<file path="src/rtl/rbs_reg_pipe.sv">
// Pipelined ripple-borrow subtractor: a_i - b_i split into STAGES borrow segments,
// with valid/ready flow control and a full-pipeline stall on backpressure.
module rbs_reg_pipe #(
   parameter int unsigned WIDTH  = 8,
   parameter int unsigned STAGES = 2
) (
   input  logic             clk,
   input  logic             rstn,
   input  logic             in_valid,
   output logic             in_ready,
   input  logic [WIDTH-1:0] a_i,
   input  logic [WIDTH-1:0] b_i,
   output logic             out_valid,
   input  logic             out_ready,
   output logic [WIDTH-1:0] diff_o,
   output logic             borrow_o,
   output logic             ovf_o
);

   localparam int unsigned SEG = WIDTH / STAGES;

   // Single shallow enable shared by every stage register; out_ready arrives late.
   logic advance;
   assign advance  = ~out_valid | out_ready;
   assign in_ready = advance;

   for (genvar k = 0; k < STAGES; k++) begin : g_stg
      localparam int unsigned LO = k * SEG;
      localparam int unsigned HI = LO + SEG;

      logic            valid_in;
      logic            valid_q;
      logic [SEG-1:0]  sa;
      logic [SEG-1:0]  sb;
      logic            bin;
      logic [SEG-1:0]  seg_d;
      logic            seg_bout;
      logic [HI-1:0]   diff_nxt;
      logic [HI-1:0]   diff_q;
      logic            borrow_q;

      if (k == 0) begin : g_src
         assign valid_in = in_valid;
         assign sa       = a_i[SEG-1:0];
         assign sb       = b_i[SEG-1:0];
         assign bin      = 1'b0;
         assign diff_nxt = seg_d;
      end else begin : g_src
         assign valid_in = g_stg[k-1].valid_q;
         assign sa       = g_stg[k-1].g_skew.a_q[HI-1:LO];
         assign sb       = g_stg[k-1].g_skew.b_q[HI-1:LO];
         assign bin      = g_stg[k-1].borrow_q;
         assign diff_nxt = {seg_d, g_stg[k-1].diff_q};
      end

      // One segment of borrow ripple.
      always_comb begin
         logic br;
         br    = bin;
         seg_d = '0;
         for (int unsigned j = 0; j < SEG; j++) begin
            seg_d[j] = sa[j] ^ sb[j] ^ br;
            br       = (~sa[j] & sb[j]) | (~sa[j] & br) | (sb[j] & br);
         end
         seg_bout = br;
      end

      always_ff @(posedge clk or negedge rstn) begin
         if (!rstn) begin
            valid_q  <= 1'b0;
            diff_q   <= '0;
            borrow_q <= 1'b0;
         end else if (advance) begin
            valid_q  <= valid_in;
            diff_q   <= diff_nxt;
            borrow_q <= seg_bout;
         end
      end

      if (k + 1 < STAGES) begin : g_skew
         // Operand bits not yet consumed travel alongside the partial difference.
         logic [WIDTH-1:HI] a_nxt;
         logic [WIDTH-1:HI] b_nxt;
         logic [WIDTH-1:HI] a_q;
         logic [WIDTH-1:HI] b_q;

         if (k == 0) begin : g_ld
            assign a_nxt = a_i[WIDTH-1:HI];
            assign b_nxt = b_i[WIDTH-1:HI];
         end else begin : g_ld
            assign a_nxt = g_stg[k-1].g_skew.a_q[WIDTH-1:HI];
            assign b_nxt = g_stg[k-1].g_skew.b_q[WIDTH-1:HI];
         end

         always_ff @(posedge clk or negedge rstn) begin
            if (!rstn) begin
               a_q <= '0;
               b_q <= '0;
            end else if (advance) begin
               a_q <= a_nxt;
               b_q <= b_nxt;
            end
         end
      end else begin : g_last
         // Last segment holds the operand MSBs, so signed overflow is resolved here.
         logic ovf_q;

         always_ff @(posedge clk or negedge rstn) begin
            if (!rstn) begin
               ovf_q <= 1'b0;
            end else if (advance) begin
               ovf_q <= (sa[SEG-1] ^ sb[SEG-1]) & (sa[SEG-1] ^ seg_d[SEG-1]);
            end
         end
      end
   end

   assign out_valid = g_stg[STAGES-1].valid_q;
   assign diff_o    = g_stg[STAGES-1].diff_q;
   assign borrow_o  = g_stg[STAGES-1].borrow_q;
   assign ovf_o     = g_stg[STAGES-1].g_last.ovf_q;

endmodule

</file>
<file path="config.mk">
export PLATFORM = sky130hd
export DESIGN_NAME = rbs_reg_pipe
export DESIGN_NICKNAME = d
export VERILOG_FILES = /design/src/rtl/rbs_reg_pipe.sv
export SDC_FILE = /design/constraint.sdc
export NUM_CORES = 1
export LEC_CHECK = 0
export ABC_AREA = 1
export CAP_MARGIN = 20
export CORE_UTILIZATION = 25
export DETAILED_ROUTE_END_ITERATION = 10
export DONT_BUFFER_PORTS = 1
export PLACE_DENSITY = 0.49
export SLEW_MARGIN = 20
export SYNTH_ARGS = -nofsm -noshare
export SYNTH_HDL_FRONTEND = slang
export SYNTH_SLANG_ARGS = --single-unit
</file>
<file path="constraint.sdc">
create_clock -name clk -period 4.91 [get_ports clk]
set_clock_uncertainty 0.15 [all_clocks]
set_input_delay 0.2455 -clock clk [delete_from_list [all_inputs] [get_ports clk]]
set_output_delay 0.2455 -clock clk [all_outputs]
set_load 0.02 [all_outputs]
</file>
==> results of run 1 <==
[metal layers]
metal | GRT usage [%] | vias to the layer above
met5 | 0 | -
met4 | 5.229 | 0
met3 | 2.210 | 4
met2 | 12.86 | 18
met1 | 11.60 | 366
li1 | - | 377
[flip-flops by register name, indices dropped and copies added, names as in the netlist]
name and flops:
diff_o 8, g_stg.diff_q 4, g_stg.g_skew.a_q 4, g_stg.g_skew.b_q 4, borrow_o 1, g_stg.borrow_q 1
g_stg.valid_q 1, out_valid 1, ovf_o 1
[stage by stage]
step                      cells  cell area, µm²
after CTS                   196            1460
final                       196            1460
after global placement      181            1294
after detailed placement    181            1294
after global routing        196            1460
after floorplan             118            1260
[worst max-delay path: cells and delay by family, from the launching register on]
family,cells,cell delay (ns)
flip-flops,1,0.37
AND/OR/NAND/NOR,4,0.22
buffers and inverters,4,0.33
adder cells (fa/ha/maj),4,1.35
[power by group through the flow]
stage	clock [mW]	sequential [mW]	combinational [mW]
global route	0.133	0.335	0.156
CTS	0.124	0.329	0.136
detailed placement	0	0.333	0.124
floorplan	0	0.320	0.114
global placement	0	0.331	0.120
finish	0.121	0.327	0.132
[kinds of logic after synthesis]
group           after synthesis  share of synthesized area (%)
flops                        25                          49.65
simple gates                 45                          15.79
buf+inv                      22                          9.930
compound gates               17                          11.52
fa+ha+maj                     9                          13.11
[cell type report]
cell class | count | share of cell area, %
clock buffers | 3 | 2.828
clock inverters | 1 | 0.3428
inverters | 18 | 5.141
multi-input cells | 71 | 34.88
flip-flops and latches | 25 | 42.84
well taps | 67 | 5.741
repair buffers | 11 | 8.226
[synth_stat cells]
master,count
buf_4,2
inv_8,1
buf_8,1
nand2_1,41
inv_1,16
dfrtp_1,25
nand2_4,4
a21oi_1,1
o21ai_2,16
inv_2,1
fa_1,7
ha_1,2
buf_12,1
[worst max path at each step]
stage / start / to / slack [ns] / cells after the start
2_1_floorplan: g_stg[0].borrow_q$_DFFE_PN0P_ / ovf_o$_DFFE_PN0P_ / 2.59 / 12
3_3_place_gp: g_stg[0].g_skew.b_q[4]$_DFFE_PN0P_ / ovf_o$_DFFE_PN0P_ / 2.50 / 12
3_5_place_dp: g_stg[0].g_skew.b_q[4]$_DFFE_PN0P_ / ovf_o$_DFFE_PN0P_ / 2.46 / 12
4_1_cts: g_stg[0].g_skew.b_q[4]$_DFFE_PN0P_ / ovf_o$_DFFE_PN0P_ / 2.44 / 12
5_1_grt: g_stg[0].g_skew.b_q[4]$_DFFE_PN0P_ / ovf_o$_DFFE_PN0P_ / 2.26 / 12
6_report: g_stg[0].g_skew.b_q[4]$_DFFE_PN0P_ / ovf_o$_DFFE_PN0P_ / 2.45 / 12
==> impl_metrics.py, run 1 <==
metrics = {
    "outcome": {
        "status": "complete, no violations",
    },
    "worst_hold_path": {
        "min_to": "g_stg[0].diff_q[0]$_DFFE_PN0P_",
        "hold_path_depth": 2,
        "worstHoldPathType": "primary input to register",
        "hold_start": "b_i[0]",
    },
    "critical_path": {
        "critical_path_class": "register to register",
        "cp_max_fo": 2,
        "timing.reg2reg.setup_slack_ns": 2.45,
        "slowest_stage": "fa_1",
        "path_cells": "inv_1 > fa_1 > inv_1 > fa_1 > fa_1 > inv_1 > fa_1 > inv_1 > nand2_1 > nand2_1 > nand2_1 > nand2_1",
        "regToRegStartpoint": "g_stg[0].g_skew.b_q[4]$_DFFE_PN0P_",
        "cp.required_ns": 4.98,
        "start_kind": "register",
        "rr_endpoint": "ovf_o$_DFFE_PN0P_",
        "critPathCaptureType": "register",
        "slowest_delay_ns": 0.43,
        "r2r_cells": 12,
        "crit_arrival_ns": 2.53,
    },
    "synthesis": {
        "avgSynthCellArea_um2": 10.68,
        "synth.distinct_cells": 13,
        "netlist_instances": 118,
        "yosysWarnings": 0,
        "ys_seq_area_share_pct": 49.65,
        "synth_area_mm2": 0.001260,
        "synth_top_area_cell": "dfrtp_1",
        "ys_seq_elements": 25,
        "syn-num-nets": 147,
        "synth.top_cell.area_share_pct": 49.65,
        "yosys-top-cells-area": "dfrtp_1, nand2_1, fa_1",
    },
    "detailed_routing": {
        "vias_per_cell": 3.903,
        "wire_per_inst_um": 10.42,
        "routed.top_layer": "met4",
        "met2_length_um": 957,
        "wl_met1_um": 947,
        "ant_nets": 0,
        "dr_total_vias": 765,
        "met3WireLength_um": 102,
        "first_pass_iters": 4,
        "wirelength_um": 2043,
        "initialDrtViolationCount": 15,
        "drc": 0,
    },
    "power": {
        "vdd_drop_max_uv": 215.9,
        "p_leak_nw": 0.7233,
        "comb_power_share_pct": 22.8,
        "p_per_area_mw_per_mm2": 397.2,
        "p_clk_share_pct": 20.9,
        "p_seq_share_pct": 56.3,
        "cellInternalPower_uw": 366.3,
        "switchingPower_uw": 213.7,
        "power_uw": 580.0,
        "power_switching_share_pct": 36.85,
    },
    "placed_design": {
        "place_congestion": 0.7066,
        "dp_hpwl_um": 1534,
        "port_buffers": 0,
        "pre_cts_slack_ns": 2.460,
    },
    "layout": {
        "nets": 159,
        "antenna_cells": 0,
        "fin_util_pct": 30.51,
        "multi_input_area_um2": 509.2,
        "final_cell_mix": "nand2_1, dfrtp_1, inv_1, o21ai_2, dlygate4sd3_1",
        "final_common_cell": "nand2_1",
        "synthToLayoutAreaGrowth_pct": 15.89,
        "regArea_um2": 625.6,
        "fillers": 514,
        "drive_gt1_share_pct": 20.93,
    },
    "sta": {
        "worst_pin_slew_ns": 0.3828,
        "fin_ws_ns": 2.448,
        "timing.fmax_mhz": 406.2,
        "hold_violations": 0,
        "slew_headroom_pct": 74.46,
        "whs_ns": 0.03274,
        "timing.final.crit_period_ns": 2.462,
        "finalSetupTns_ns": 0,
        "fin_crit_sh_pct": 50.14,
        "slew_violations": 0,
        "rsz0062_at_grt": "no",
        "setup-violations-final": 0,
    },
    "floorplanning": {
        "rows": 25,
        "chipHeight_um": 72.99,
        "coreArea_mm2": 0.004786,
        "io_pins": 32,
        "dieArea_mm2": 0.005328,
        "die_width_um": 72.99,
        "start_util_pct": 26.33,
    },
    "flow_run": {
        "maxCapViolations": 0,
    },
    "global_route": {
        "antenna_found_initial": 0,
        "first_global_vias": 707,
        "grt_max_degree": 27,
        "grt_pass1_wl_um": 3436,
        "grt_overflow": 0,
        "track_usage_pct": 8.756,
    },
    "cts": {
        "cts_made_buffers": 3,
        "cts-resized-gates": 0,
        "cts-root-buf": "clkbuf_8",
        "cts.sinks": 25,
        "postCtsHoldBufs": 11,
        "clockBufferDepth": 2,
        "cts_tree": "yes",
        "cts_setup_buffers": 0,
        "clk_pin_slew_worst_paths_ns": 0.09,
        "worstSkewPairLatency_ns": 0.27,
        "h-tree-depth": 1,
    },
}
(Power assumes the default switching activity.)
==> run 2, diff against run 1 <==
==> constraint.sdc (replaced) <==
create_clock -name clk -period 2.3 [get_ports clk]
set_clock_uncertainty 0.15 [all_clocks]
set_input_delay 0.115 -clock clk [delete_from_list [all_inputs] [get_ports clk]]
set_output_delay 0.115 -clock clk [all_outputs]
set_load 0.02 [all_outputs]
==> run 2 against run 1 <==
Effect of this change:
- the flow now finishes with violations (setup timing)
- die area did not move
- final cell count rose by 4.1%
- setup slack worse by 2.5 ns
- register-to-register slack lost 2.5 ns
- wire length up 14%
- power up 120%
- utilization is 1.7 points higher
- count of clock-buffer cells in the layout grew 1
- sequential power grew 110%
- critical endpoint unchanged
==> impl_metrics.py, run 2 (synthesis results as in run 1) <==
metrics = {
    "sta": {
        "slew_violations": 0,
        "timing.final.crit_period_ns": 2.337,
        "hold_violations": 0,
        "rsz0062_at_grt": "yes",
        "fin_crit_sh_pct": 101.6,
        "timing.fmax_mhz": 427.8,
        "fin_ws_ns": -0.03738,
        "slew_headroom_pct": 72.55,
        "worst_pin_slew_ns": 0.4114,
        "setup-violations-final": 1,
    },
    "floorplanning": {
        "coreArea_mm2": 0.004786,
        "dieArea_mm2": 0.005328,
        "io_pins": 32,
        "chipHeight_um": 72.99,
        "rows": 25,
        "die_width_um": 72.99,
        "start_util_pct": 26.33,
    },
    "critical_path": {
        "cp_max_fo": 2,
        "critical_path_class": "register to register",
        "cp.required_ns": 2.36,
        "regToRegStartpoint": "g_stg[0].borrow_q$_DFFE_PN0P_",
        "crit_path_start": "g_stg[0].borrow_q$_DFFE_PN0P_",
        "crit_arrival_ns": 2.40,
        "critPathCaptureType": "register",
        "start_kind": "register",
    },
    "detailed_routing": {
        "initialDrtViolationCount": 30,
        "wire_per_inst_um": 11.44,
        "drc": 0,
        "wirelength_um": 2334,
        "first_pass_iters": 4,
        "vias_per_cell": 4.005,
        "dr_total_vias": 817,
        "ant_nets": 0,
    },
    "worst_hold_path": {
        "hold_start": "a_i[1]",
        "worstHoldPathType": "primary input to register",
    },
    "cts": {
        "worstSkewPairLatency_ns": 0.27,
        "h-tree-depth": 1,
        "cts_tree": "yes",
        "cts.sinks": 25,
        "clk_pin_slew_worst_paths_ns": 0.09,
        "cts-root-buf": "clkbuf_8",
        "cts_made_buffers": 3,
        "clockBufferDepth": 2,
    },
    "outcome": {
        "violations": "setup timing",
        "status": "finished with violations",
    },
    "global_route": {
        "grt_max_degree": 27,
        "first_global_vias": 847,
        "grt_overflow": 0,
        "track_usage_pct": 9.829,
        "grt_pass1_wl_um": 4050,
        "antenna_found_initial": 0,
    },
    "power": {
        "power_mw": 1.282,
        "p_per_area_mw_per_mm2": 831.7,
        "p_leak_nw": 0.7476,
        "vdd_drop_max_uv": 354.6,
    },
    "layout": {
        "final_common_cell": "nand2_1",
        "fin_util_pct": 32.21,
        "largest_reg_flops": 8,
        "antenna_cells": 0,
        "nets": 167,
        "drive_gt1_share_pct": 26.28,
        "finalNonFillerCells": 204,
        "synthToLayoutAreaGrowth_pct": 22.34,
        "final_cell_mix": "nand2_1, dfrtp_1, o21ai_2, dlygate4sd3_1, inv_1",
    },
    "placed_design": {
        "place_inst": 182,
        "place_congestion": 0.7018,
        "pre_cts_slack_ns": -0.06684,
        "port_buffers": 0,
        "dp_hpwl_um": 1623,
    },
    "flow_run": {
        "maxCapViolations": 0,
    },
}
[run 2: cell types whose count changed in the layout (fill, tap and decap cells not counted), sizes merged]
cell	before	now
buf	1	3
clkinv	1	0
clkbuf	3	4
dlygate4sd3	10	16
[run 2: path summary, 6_finish.rpt]
path                                                      end  slack, ns  cells past startpoint
max                                         ovf_o$_DFFE_PN0P_      -0.04                     12
min reg2reg                             out_valid$_DFFE_PN0P_       0.32                      2
max in group asynchronous                   ovf_o$_DFFE_PN0P_       1.73                      2
min in group asynchronous  g_stg[0].g_skew.a_q[4]$_DFFE_PN0P_       0.12                      2
max reg2reg                                 ovf_o$_DFFE_PN0P_      -0.04                     12
min                            g_stg[0].diff_q[1]$_DFFE_PN0P_       0.04                      3
[run 2: cell type report]
cell class / instances / area [µm²]
Fill cell: 491 / 3244
Tap cell: 67 / 83.83
Inverter: 18 / 75.07
Clock buffer: 4 / 45.04
Timing Repair Buffer: 19 / 195.2
Multi-Input combinational cell: 71 / 516.7
Sequential cell: 25 / 625.6
[run 2: worst max-delay path, stage by stage (launching register included)]
cell	delay [ns]
dfrtp_1	0.40
inv_2	0.06
fa_1	0.17
inv_2	0.04
fa_2	0.33
fa_2	0.34
inv_2	0.06
fa_1	0.44
inv_2	0.08
nand2_1	0.05
nand2_1	0.06
nand2_1	0.05
nand2_1	0.05
[run 2: timing repair]
item	in CTS	in global routing
buffers inserted	0	1
endpoints found under the setup margin	1	3
hold buffers	17	0
endpoints found under the hold margin	40	0
gates resized for setup	3	3
cloned	0	0
pin swaps	1	0
[run 2: report_power, final]
| group | total [mW] | internal [mW] | switching (mW) | leakage (nW) |
|---|---|---|---|---|
| Combinational | 0.319 | 0.142 | 0.177 | 0.424 |
| Sequential | 0.698 | 0.540 | 0.158 | 0.301 |
| Clock | 0.265 | 0.124 | 0.141 | 0.0228 |
[run 2: layer usage]
| layer | vias up | part of all wire [%] | track usage (%) |
|---|---|---|---|
| met1 | 401 | 47 | 13.20 |
| met5 | - | 0 | 0 |
| met3 | 0 | 6.3 | 2.624 |
| li1 | 390 | - | - |
| met4 | 0 | 0 | 2.614 |
| met2 | 26 | 47 | 15.64 |
[run 2: per-stage QoR]
stage | setup TNS (ns) | hold WS, ns | instance area, µm²
after floorplan | 0 | -0.3306 | 1265
after global placement | -0.02881 | -0.3299 | 1306
after detailed placement | -0.06684 | -0.3299 | 1306
after CTS | -0.03027 | 0.03225 | 1531
after global routing | -0.1661 | 0.05242 | 1541
final | -0.03738 | 0.03992 | 1541
==> run 3, diff against run 2 <==
==> constraint.sdc (replaced) <==
create_clock -name clk -period 2.3 [get_ports clk]
set_clock_uncertainty 0.15 [all_clocks]
set_input_delay 0.23 -clock clk [delete_from_list [all_inputs] [get_ports clk]]
set_output_delay 0.23 -clock clk [all_outputs]
set_load 0.02 [all_outputs]
==> run 3 against run 2 <==
Effect of this change:
- the flow still finishes with violations (setup timing)
- clock power decreased by 2%
- first-iteration DRC count down 17%
- design area shrank 4.1%
- global-route usage down 0.35 points
- via count is 2.8% lower
- critical path depth unchanged
- sequential power is essentially flat
- sequential share of layout area grew 1.7 points
- combinational power is 4% lower
- power down 1.3%
- final cell count fell by 2.9%
- utilization shrank 1.3 points
==> impl_metrics.py, run 3 (synthesis results as in run 1) <==
metrics = {
    "sta": {
        "slew_violations": 0,
        "fin_ws_ns": -0.03145,
        "setup-violations-final": 1,
        "hold_violations": 0,
        "fin_crit_sh_pct": 101.4,
        "rsz0062_at_grt": "yes",
        "slew_headroom_pct": 73.34,
        "finalSetupTns_ns": -0.03145,
        "worst_pin_slew_ns": 0.3995,
        "timing.final.crit_period_ns": 2.331,
        "timing.fmax_mhz": 428.9,
    },
    "detailed_routing": {
        "wire_per_inst_um": 11.24,
        "wirelength_um": 2225,
        "initialDrtViolationCount": 25,
        "first_pass_iters": 4,
        "dr_total_vias": 794,
        "vias_per_cell": 4.010,
        "ant_nets": 0,
        "drc": 0,
    },
    "critical_path": {
        "timing.reg2reg.setup_slack_ns": -0.03,
        "regToRegStartpoint": "g_stg[0].borrow_q$_DFFE_PN0P_",
        "crit_arrival_ns": 2.39,
        "crit_path_start": "g_stg[0].borrow_q$_DFFE_PN0P_",
        "r2r_cells": 12,
        "rr_endpoint": "ovf_o$_DFFE_PN0P_",
        "start_kind": "register",
        "cp.required_ns": 2.36,
        "critPathCaptureType": "register",
        "critical_path_class": "register to register",
        "cp_max_fo": 2,
        "worstSetupEndpoint": "ovf_o$_DFFE_PN0P_",
    },
    "global_route": {
        "grt_overflow": 0,
        "first_global_vias": 799,
        "track_usage_pct": 9.479,
        "grt_pass1_wl_um": 3891,
        "grt_max_degree": 27,
        "antenna_found_initial": 0,
    },
    "floorplanning": {
        "start_util_pct": 26.33,
        "io_pins": 32,
        "coreArea_mm2": 0.004786,
        "dieArea_mm2": 0.005328,
        "die_width_um": 72.99,
        "chipHeight_um": 72.99,
        "rows": 25,
    },
    "cts": {
        "cts.sinks": 25,
        "cts-root-buf": "clkbuf_8",
        "cts_made_buffers": 3,
        "worstSkewPairLatency_ns": 0.26,
        "clk_pin_slew_worst_paths_ns": 0.09,
        "cts_tree": "yes",
        "h-tree-depth": 1,
        "clockBufferDepth": 2,
    },
    "layout": {
        "final_common_cell": "nand2_1",
        "largest_reg_flops": 8,
        "regArea_um2": 625.6,
        "nets": 161,
        "fin_area_mm2": 0.001479,
        "drive_gt1_share_pct": 26.72,
        "multi_input_area_um2": 514.2,
        "fillers": 495,
        "antenna_cells": 0,
        "synthToLayoutAreaGrowth_pct": 17.38,
        "fin_util_pct": 30.90,
        "final_cell_mix": "nand2_1, dfrtp_1, o21ai_2",
    },
    "flow_run": {
        "maxCapViolations": 0,
    },
    "outcome": {
        "status": "finished with violations",
        "violations": "setup timing",
    },
    "worst_hold_path": {
        "hold_start": "b_i[0]",
        "worstHoldPathType": "primary input to register",
    },
    "placed_design": {
        "pre_cts_slack_ns": -0.06684,
        "port_buffers": 0,
        "place_congestion": 0.7018,
        "place_area_mm2": 0.001306,
        "dp_hpwl_um": 1623,
    },
    "power": {
        "p_leak_nw": 0.7235,
        "power_mw": 1.265,
        "vdd_drop_max_uv": 354.9,
        "p_per_area_mw_per_mm2": 855.4,
    },
}
## run 3: final cells by class
| cell class | instances | area share, % |
|---|---|---|
| sequential | 25 | 42.30 |
| inverter | 18 | 5.076 |
| multi-input combinational | 71 | 34.77 |
| clock buffer | 4 | 3.046 |
| tap | 67 | 5.668 |
| timing repair buffer | 13 | 9.137 |
## run 3: what timing repair did
item	CTS	global route
pin swaps	1	0
gates resized for setup	3	2
endpoints found under the setup margin	1	2
hold buffers	11	0
endpoints found under the hold margin	34	0
buffers inserted	0	1
## run 3: routing by layer
layer	vias up	track usage, %	routed length [µm]
li1	381	-	-
met1	391	13.21	1055
met2	22	14.30	1021
met3	0	2.762	148
met4	0	2.614	0
met5	-	0	0
## run 3: power breakdown
| part | total, mW | switching [mW] | internal, mW |
|---|---|---|---|
| logic | 0.307 | 0.173 | 0.134 |
| clock network | 0.260 | 0.136 | 0.124 |
| registers | 0.697 | 0.158 | 0.540 |
| total | 1.27 | 0.467 | 0.798 |
## run 3: metrics by stage
| step | cells | hold slack (ns) |
|---|---|---|
| 2_1_floorplan | 118 | -0.2156 |
| 3_3_place_gp | 182 | -0.2149 |
| 3_5_place_dp | 182 | -0.2149 |
| 4_1_cts | 197 | 0.003834 |
| 5_1_grt | 198 | 0.01081 |
| 6_report | 198 | 0.009633 |
## run 3: how the worst min path moves through the flow
stage	to	slack, ns	depth (start not counted)
after global routing	g_stg[0].diff_q[0]$_DFFE_PN0P_	0.01	2
after CTS	g_stg[0].diff_q[0]$_DFFE_PN0P_	0.004	2
after detailed placement	diff_o[0]$_DFFE_PN0P_	-0.21	0
final	g_stg[0].diff_q[0]$_DFFE_PN0P_	0.01	2
after global placement	diff_o[0]$_DFFE_PN0P_	-0.21	0
after floorplan	borrow_o$_DFFE_PN0P_	-0.22	0
## run 3: critical path, stage by stage, from the launching register on
cell,delay (ns)
dfrtp_1,0.40
inv_2,0.06
fa_1,0.17
inv_2,0.04
fa_2,0.33
fa_2,0.34
inv_2,0.06
fa_1,0.44
inv_2,0.08
nand2_1,0.05
nand2_1,0.06
nand2_1,0.05
nand2_1,0.05
